### config.mk
export PLATFORM = sky130hd
export DESIGN_NAME = point_stream_tx
export DESIGN_NICKNAME = d
export VERILOG_FILES = /design/src/rtl/point_stream_tx.sv
export SDC_FILE = /design/constraint.sdc
export NUM_CORES = 1
export LEC_CHECK = 0
export ABC_AREA = 1
export ABC_CLOCK_PERIOD_IN_PS = 2700
export BUFFER_PORTS_ARGS = -buffer_cell sky130_fd_sc_hd__buf_2
export CORE_UTILIZATION = 49
export DETAILED_ROUTE_END_ITERATION = 12
export GPL_TIMING_DRIVEN = 0
export HOLD_SLACK_MARGIN = 0.12
export PLACE_DENSITY = 0.77
export SYNTH_ARGS = -nofsm -noshare
export SYNTH_HDL_FRONTEND = slang
export SYNTH_SLANG_ARGS = --single-unit
### constraint.sdc
create_clock -name clk -period 2.7 [get_ports clk]
set_input_delay 0.135 -clock clk [delete_from_list [all_inputs] [get_ports clk]]
set_output_delay 0.135 -clock clk [all_outputs]
set_load 0.02 [all_outputs]
### src/rtl/point_stream_tx.sv
// Host-side driver for the geometry core: serializes a 4-point frame as 2-bit beats,
// reassembles and checks the serial Max bytes, and latches the second-stage results.
module point_stream_tx #(
  parameter int TIMEOUT = 255
) (
  input  logic        clk,
  input  logic        rst,
  input  logic        load_valid,
  output logic        load_ready,
  input  logic [31:0] frame_x,
  input  logic [31:0] frame_y,
  output logic [1:0]  Din,
  output logic        in_valid,
  input  logic        ready,
  input  logic [1:0]  Max,
  input  logic        out_valid,
  input  logic        out_valid_SecondStage,
  input  logic [7:0]  Center_of_MassX,
  input  logic [7:0]  Center_of_MassY,
  input  logic [8:0]  LongestSide,
  input  logic [1:0]  TriangleType,
  input  logic [1:0]  ForthPoint,
  output logic [31:0] max_word,
  output logic [3:0]  max_err,
  output logic [7:0]  res_cx,
  output logic [7:0]  res_cy,
  output logic [8:0]  res_side,
  output logic [1:0]  res_tri,
  output logic [1:0]  res_fourth,
  output logic        frame_done,
  output logic        err_timeout
);
  localparam int WW = $clog2(TIMEOUT + 1);

  typedef enum logic [2:0] {IDLE, WAIT_RDY, SEND, COLLECT, WAIT_RES, DONE} state_t;
  state_t state, state_d;

  logic [31:0]   fx, fy;
  logic [1:0]    p, k;
  logic [2:0]    b, b_d;
  logic [WW-1:0] wcnt;
  logic          tmo, abort;
  logic [4:0]    base;
  logic [7:0]    px, py, pmax, byte_in;
  logic [15:0]   pt;

  assign base    = {p, 3'b000};
  assign px      = fx[base +: 8];
  assign py      = fy[base +: 8];
  assign pmax    = (px >= py) ? px : py;
  assign pt      = {py, px};
  // the 4th beat completes the byte in the same cycle it is captured
  assign byte_in = {Max, max_word[base +: 6]};
  assign tmo     = (wcnt == WW'(TIMEOUT - 1));
  assign b_d     = (state == SEND) ? b + 3'd1 : 3'd0;

  always_ff @(posedge clk) begin
    if (rst) state <= IDLE;
    else     state <= state_d;
  end

  always_comb begin
    state_d = state;
    abort   = 1'b0;
    case (state)
      IDLE:     if (load_valid && load_ready) state_d = WAIT_RDY;
      WAIT_RDY: if (ready) state_d = SEND;
                else if (tmo) abort = 1'b1;
      SEND:     if (b == 3'd7) state_d = COLLECT;
      COLLECT:  if (out_valid && k == 2'd3) state_d = (p == 2'd3) ? WAIT_RES : WAIT_RDY;
                else if (tmo) abort = 1'b1;
      WAIT_RES: if (out_valid_SecondStage) state_d = DONE;
                else if (tmo) abort = 1'b1;
      DONE:     state_d = IDLE;
      default:  state_d = IDLE;
    endcase
    if (abort) state_d = IDLE;
  end

  always_ff @(posedge clk) begin
    if (rst) begin
      load_ready  <= 1'b0;
      frame_done  <= 1'b0;
      in_valid    <= 1'b0;
      Din         <= 2'd0;
      b           <= 3'd0;
      k           <= 2'd0;
      p           <= 2'd0;
      wcnt        <= '0;
      fx          <= 32'd0;
      fy          <= 32'd0;
      max_word    <= 32'd0;
      max_err     <= 4'd0;
      err_timeout <= 1'b0;
      res_cx      <= 8'd0;
      res_cy      <= 8'd0;
      res_side    <= 9'd0;
      res_tri     <= 2'd0;
      res_fourth  <= 2'd0;
    end else begin
      load_ready <= (state_d == IDLE);
      frame_done <= (state_d == DONE);
      in_valid   <= (state_d == SEND);
      Din        <= (state_d == SEND) ? pt[{b_d, 1'b0} +: 2] : 2'd0;
      b          <= b_d;
      wcnt       <= (state_d != state) ? '0 : wcnt + WW'(1);
      if (abort) err_timeout <= 1'b1;
      case (state)
        IDLE: if (state_d == WAIT_RDY) begin
          fx          <= frame_x;
          fy          <= frame_y;
          p           <= 2'd0;
          k           <= 2'd0;
          max_word    <= 32'd0;
          max_err     <= 4'd0;
          err_timeout <= 1'b0;
          res_cx      <= 8'd0;
          res_cy      <= 8'd0;
          res_side    <= 9'd0;
          res_tri     <= 2'd0;
          res_fourth  <= 2'd0;
        end
        COLLECT: if (out_valid) begin
          max_word[{p, k, 1'b0} +: 2] <= Max;
          k <= k + 2'd1;
          if (k == 2'd3) begin
            max_err[p] <= (byte_in != pmax);
            if (p != 2'd3) p <= p + 2'd1;
          end
        end
        WAIT_RES: if (out_valid_SecondStage) begin
          res_cx     <= Center_of_MassX;
          res_cy     <= Center_of_MassY;
          res_side   <= LongestSide;
          res_tri    <= TriangleType;
          res_fourth <= ForthPoint;
        end
        default: ;
      endcase
    end
  end
endmodule

# After elaboration in Yosys (flattened, before gate mapping)
# Index checks and enable logic that the tools add are counted.
# op_classes
addsub	5
magnitude_cmp	3
eq_ne	19
n_shift	6
mux	48
bitwise	1
reduce_logical	14
# op_table
cell	count
$mux W32	2
$pmux W32 S2	1
$shiftx A32 B6 Y8	2
$bwmux W32	1
$mux W8	4
$pmux W8 S2	2
$shift A2 B7 Y32 const A	1
$shiftx A2 B7 Y32	1
$shiftx A32 B6 Y6	1
$mux W3	8
$mux W9	2
$pmux W9 S2	1
$pmux W2 S2	4
$shiftx A16 B5 Y2	1
$pmux W3 S5	1
$mux W2	7
$mux W4	3
$ne A2 B2 Y1 const B	6
$eq A3 B2 Y1 const B	3
$eq A3 B3 Y1 const B	3
$add A8 B1 Y8 const B	1
$eq A8 B8 Y1 const B	1
$ge A8 B8 Y1	1
$mux W1	8
22 further kinds	31
# word_totals
register_bits	153
inputBits	101
out_inout_bits	71

# Logic depth before layout (Yosys ltp)
# logic_depth
depth_word	8
ltp_mapped	23
ltp_nobuf	22

# Worst setup path after synthesis
# Ideal clock, no wire load.
# synth_timing
path_kind	reg2reg
startpoint	register p[1]
endpoint	register max_err[3]
setup_ps	132
t_arrival_ps	2451
path_slack_ps	117
stages_incl_launch_ff	19
n_path_buf	3
path_cell_list	dfxtp_1 > buf_2 > clkbuf_1 > nand3_1 > nand2_1 > inv_1 > ha_1 > a21o_1 > nor2_1 > clkbuf_1 > nand3_1 > nand2_1 > nand2_1 > nand2_1 > nand2_1 > nor2_1 > nand2_1 > nand2_1 > a21oi_1
# synth_via
elab_chain_cells	8
elab_cells_between_ends	23
classes_between	order compare (3); eq/ne (4); shift (3); mux (11); reduce/logical (2)
# synth_lines
item	line	source
start: declaration	39	logic [1:0] p, k;
start signal: assignment	128	if (p != 2'd3) p <= p + 2'd1;
$shiftx A32 B6 Y8 (tied with other cells)	48	assign px = fx[base +: 8];
$ge A8 B8 Y1 (tied with other cells)	50	assign pmax = (px >= py) ? px : py;
$mux W8 (tied with other cells)	50	
$ne A8 B8 Y1 (tied with other cells)	127	max_err[p] <= (byte_in != pmax);
$bwmux W4 or $mux W3 (tied branches)	127, 77	
$mux W4 or $eq A3 B1 Y1 (tied branches)	126, 109	
$mux W4 or $ne A2 B2 Y1 (tied branches)	n/a	
$pmux W4 S2 or $reduce_and A4 Y1 (tied branches)	n/a	
end signal: indexed assignment	127	
end: declaration	24	output logic [3:0] max_err,
# Several ways; a longest one is shown, not always the timed one. The select of a mux whose other input is x is not followed.
# A chain may end at the register's enable or synchronous reset.

# Final worst setup path
# layout_timing
startpoint	register p[0]
endpoint	register max_err[1]
# The elaborated chain is that of the path after synthesis.

==> impl_results.rst <==
.. list-table::
   :header-rows: 1

   * - Metric
     - Value
   * - Post-route clock period utilization
     - 102%
   * - Number of top-level pins
     - 172
   * - Maximum clock rate
     - 362 MHz
   * - Clock period minus final worst setup slack
     - 2760 ps
   * - Share of flip-flops with an asynchronous set or reset after synthesis
     - 0%
   * - Die width
     - 125 um
   * - Class of the most critical hold timing path
     - primary input to register
   * - Detailed-route vias per instance
     - 5.53
   * - Number of DRC violations after detailed-routing iteration 0
     - 693
   * - Failing checks
     - setup timing
   * - DRC violation count after routing
     - 0
   * - RSZ-0062 raised after global routing
     - true
   * - Clock slew at reported path FFs
     - 60 ps
   * - Worst R2R Path Depth
     - 22
   * - Setup TNS
     - -207 ps
   * - Worst R2R End
     - max_err[1]
   * - Cell family contributing the most delay on the critical path
     - simple AND/OR/NAND/NOR gates
   * - Final total power
     - 6580 uW
   * - Routed Antenna Nets
     - 0
   * - Required time reported for the critical path endpoint
     - 3000 ps
   * - Maximum clock path buffer count
     - 2
   * - Largest area contributor in the netlist
     - dfxtp_1
   * - Count of endpoints failing setup in the final report
     - 4
   * - Number of stages on the worst setup path
     - 22
   * - Maximum number of pins on one net before global-route repair
     - 17
   * - Peak fanout along the critical path
     - 10
   * - Net Count, Synth
     - 1188
   * - Peak VDD IR
     - 0.509 mV
   * - Final cell count without fillers
     - 1566
   * - CTS tree
     - built
   * - Flip-flop and latch count after synthesis
     - 153
   * - CP Launch Type
     - register
   * - Count of cell types in the netlist
     - 44
   * - CTS Root Buffer Type
     - clkbuf_16
   * - Count of flip-flops with a built-in enable after synthesis
     - 0
   * - Row Count
     - 44
   * - Starting utilization of the core area
     - 50.7%
   * - Remaining Overflow, GRT
     - 0
   * - Die Area
     - 15600 um^2
   * - Overall fraction of global-route tracks in use
     - 32.0%
   * - Register-to-register setup slack
     - -60 ps
   * - Summed instance area of the synthesized netlist
     - 7420 um^2
   * - Clock latency on the worst-skew pair
     - 440 ps
   * - Number of placed instances, taps included
     - 1422
   * - Kind of end point of the critical path
     - register
   * - Highest cell delay on the worst timing path
     - 360 ps
   * - Routability Congestion
     - 0.962
   * - CTS Sinks
     - 153
   * - Share of cells above drive strength 1
     - 22.5%
   * - First-pass iteration count of the detailed router
     - 8
   * - Critical path data arrival time
     - 3060 ps
   * - Worst Tran Pin Value
     - 660 ps
   * - Number of global-route vias before repair
     - 8439
   * - Port Buf Inserts
     - 170
   * - Worst reg2reg startpoint
     - p[0]
   * - Number of buffers inserted during clock tree synthesis
     - 17
   * - Post-route cell area
     - 10600 um^2
   * - Post-detailed-routing wire length
     - 25600 um
   * - Relative max-transition margin
     - 56.0%
   * - Final worst slack
     - -62.2 ps
   * - Post-detailed-placement cell area
     - 8500 um^2
   * - Chip Height
     - 125 um
   * - Utilization after layout
     - 72.6%
   * - Number of antenna violations at the first check in global routing
     - 1
   * - Leading cell types by total area after synthesis
     - dfxtp_1 (41%), nand2_1 (13%), nor2_1 (7.8%), o21ai_0 (7.5%), a21oi_1 (6.8%)
   * - Static leakage
     - 0.00461 uW
   * - Cells traversed along the worst timing path
     - clkbuf_4 -> buf_6 -> nand2_1 -> nand3_1 -> nand2_2 -> inv_1 -> ha_1 -> nand2_2 -> nor2_1 -> nor2_1 -> nand2_1 -> nand2_4 -> clkbuf_16 -> nand3_1 -> nand3_1 -> nand2_1 -> inv_1 -> nand2_1 -> nor2_2 -> nand2_2 -> nand2_2 -> a21oi_1
   * - Core box area
     - 14600 um^2
   * - Critical-path top delay cell
     - dfxtp_4
   * - Total number of yosys warnings
     - 0
   * - Count of mapped cells out of synthesis
     - 1068
   * - Htree depth
     - 4
   * - Main flop type after synthesis
     - dfxtp_1
   * - Power density over the cells
     - 619 nW/um^2
   * - Routed WL per cell
     - 16.4 um
   * - Clock skew
     - 8.56 ps
   * - Capture point of the critical path
     - max_err[1]
   * - Share of the synthesized area in the top cell type
     - 41.3%
   * - Number of pins exceeding their max-slew limit in the final report
     - 0
   * - Fillers
     - 1054
   * - Avg Cell Area, Syn
     - 6.95 um^2
   * - Number of buffer and inverter instances along the worst setup path
     - 5
   * - CP startpoint
     - p[0]
   * - Synthesis-to-finish area growth
     - 43.2%
   * - DPL Wire Length
     - 15400 um
   * - First-pass GRT wire length
     - 39900 um
   * - Run status
     - finished with violations
   * - Worst Setup Path Type
     - register to register
   * - Number of hold violations in the final report
     - 0
   * - Routed vias
     - 8654
   * - Max-cap check violation count
     - 0
   * - Share of the yosys chip area belonging to registers
     - 41.3%
   * - Net total in the final layout
     - 1489
==> cells in the mapped netlist, types with 2 or more instances <==
master,instances
ha_1,19
nand3_2,2
a32oi_1,2
a21oi_1,101
o211ai_1,20
nand2_1,252
xor2_1,5
and2_1,2
o21ai_1,3
nor3_2,2
nor3_1,6
nand4_1,5
a21oi_4,2
clkbuf_1,32
inv_2,4
inv_1,72
a211oi_1,5
buf_1,7
nor4_2,2
buf_4,2
nor2_1,155
inv_4,3
o21ai_0,111
dfxtp_1,153
buf_2,17
nand3_1,62
nor4_4,2
nor2_2,3
xnor2_1,2
==> metal layers <==
metal  wire (um)  global-route usage [%]  up-vias
met4        1110                    17.4        0
li1            -                       -     4107
met2       12500                    55.2      467
met5           0                       0        -
met3        1950                    7.49      104
met1       10000                    36.7     3976
==> final cells by class <==
cell class              count  area (um^2)  area share [%]
multi-input cells         776         4000            37.6
flip-flops and latches    153         3070            28.9
repair buffers            282         1950            18.3
clock buffers              19          453            4.26
plain buffers              59          409            3.85
inverters                  80          320            3.01
well taps                 184          230            2.17
clock inverters            12          198            1.86
diodes                      1         2.50          0.0236
==> worst min-delay path by stage <==
| stage | slack [ps] | end | from | depth (start not counted) |
|---|---|---|---|---|
| after floorplan | 280 | res_cx[0] | Center_of_MassX[0] | 2 |
| final | 180 | k[0] | rst | 2 |
| after CTS | 160 | k[0] | rst | 2 |
| after global routing | 190 | max_word[20] | Max[0] | 5 |
| after global placement | 360 | res_tri[1] | TriangleType[1] | 3 |
| after detailed placement | 370 | res_tri[1] | TriangleType[1] | 3 |
==> cell usage in the layout, fill, tap and decap left out, types with 4 or more instances in the layout <==
cell type and n:
nor3_1 6, inv_2 4, buf_2 175, a21oi_1 100, ha_1 14, buf_4 15
nand3_1 52, buf_6 9, dlygate4sd3_1 94, buf_8 7, nand4_1 5, nor2_2 7
nor2_1 150, inv_1 71, clkbuf_1 29, o21ai_0 110, nand2_1 234, a211oi_1 5
buf_1 7, bufinv_16 5, dfxtp_1 151, xor2_1 5, o211ai_1 20, o21ai_1 4
nand3_2 11, clkbuf_16 18, ha_4 5, nand2_2 17
==> logic make-up after synthesis <==
| group | count (synthesis) | share of synthesized area [%] |
|---|---|---|
| adders and majority gates | 19 | 3.20 |
| and+or+nand+nor | 500 | 28.5 |
| AOI/OAI and AO/OA | 249 | 18.3 |
| xor gates and xnor gates | 8 | 1.05 |
| buffers and inverters | 139 | 7.62 |
| DFF | 153 | 41.3 |
==> power by group <==
| group | internal [uW] | leakage [uW] | switching, uW |
|---|---|---|---|
| sequential | 2390 | 0.00125 | 72.8 |
| clock | 1680 | 0.000315 | 977 |
| combinational | 585 | 0.00305 | 869 |
| total | 4660 | 0.00461 | 1920 |
==> state kept, by name, indices dropped and copies added (netlist names), 2 cells and up <==
register and flops:
state 3, res_cy 8, fy 32, fx 32, res_cx 8, p 2, max_err 4, res_fourth 2
res_tri 2, b 3, Din 2, res_side 9, wcnt 8, max_word 32, k 2
==> stage by stage <==
step | hold WS, ps | setup slack [ps]
after floorplan | 276 | 117
after global placement | 365 | -619
after detailed placement | 371 | -681
after CTS | 164 | 2.04
after global routing | 191 | -214
final | 184 | -62.2
==> repair_timing <==
action                     in CTS  in global routing
setup buffers                   5                 10
resized for setup              48                 55
hold buffers                   94                  0
pin swaps                       7                 38
cloned                          2                  1
setup endpoints to repair       4                  4
hold endpoints to repair       95                  0
Power figures use the tool's default switching activity.
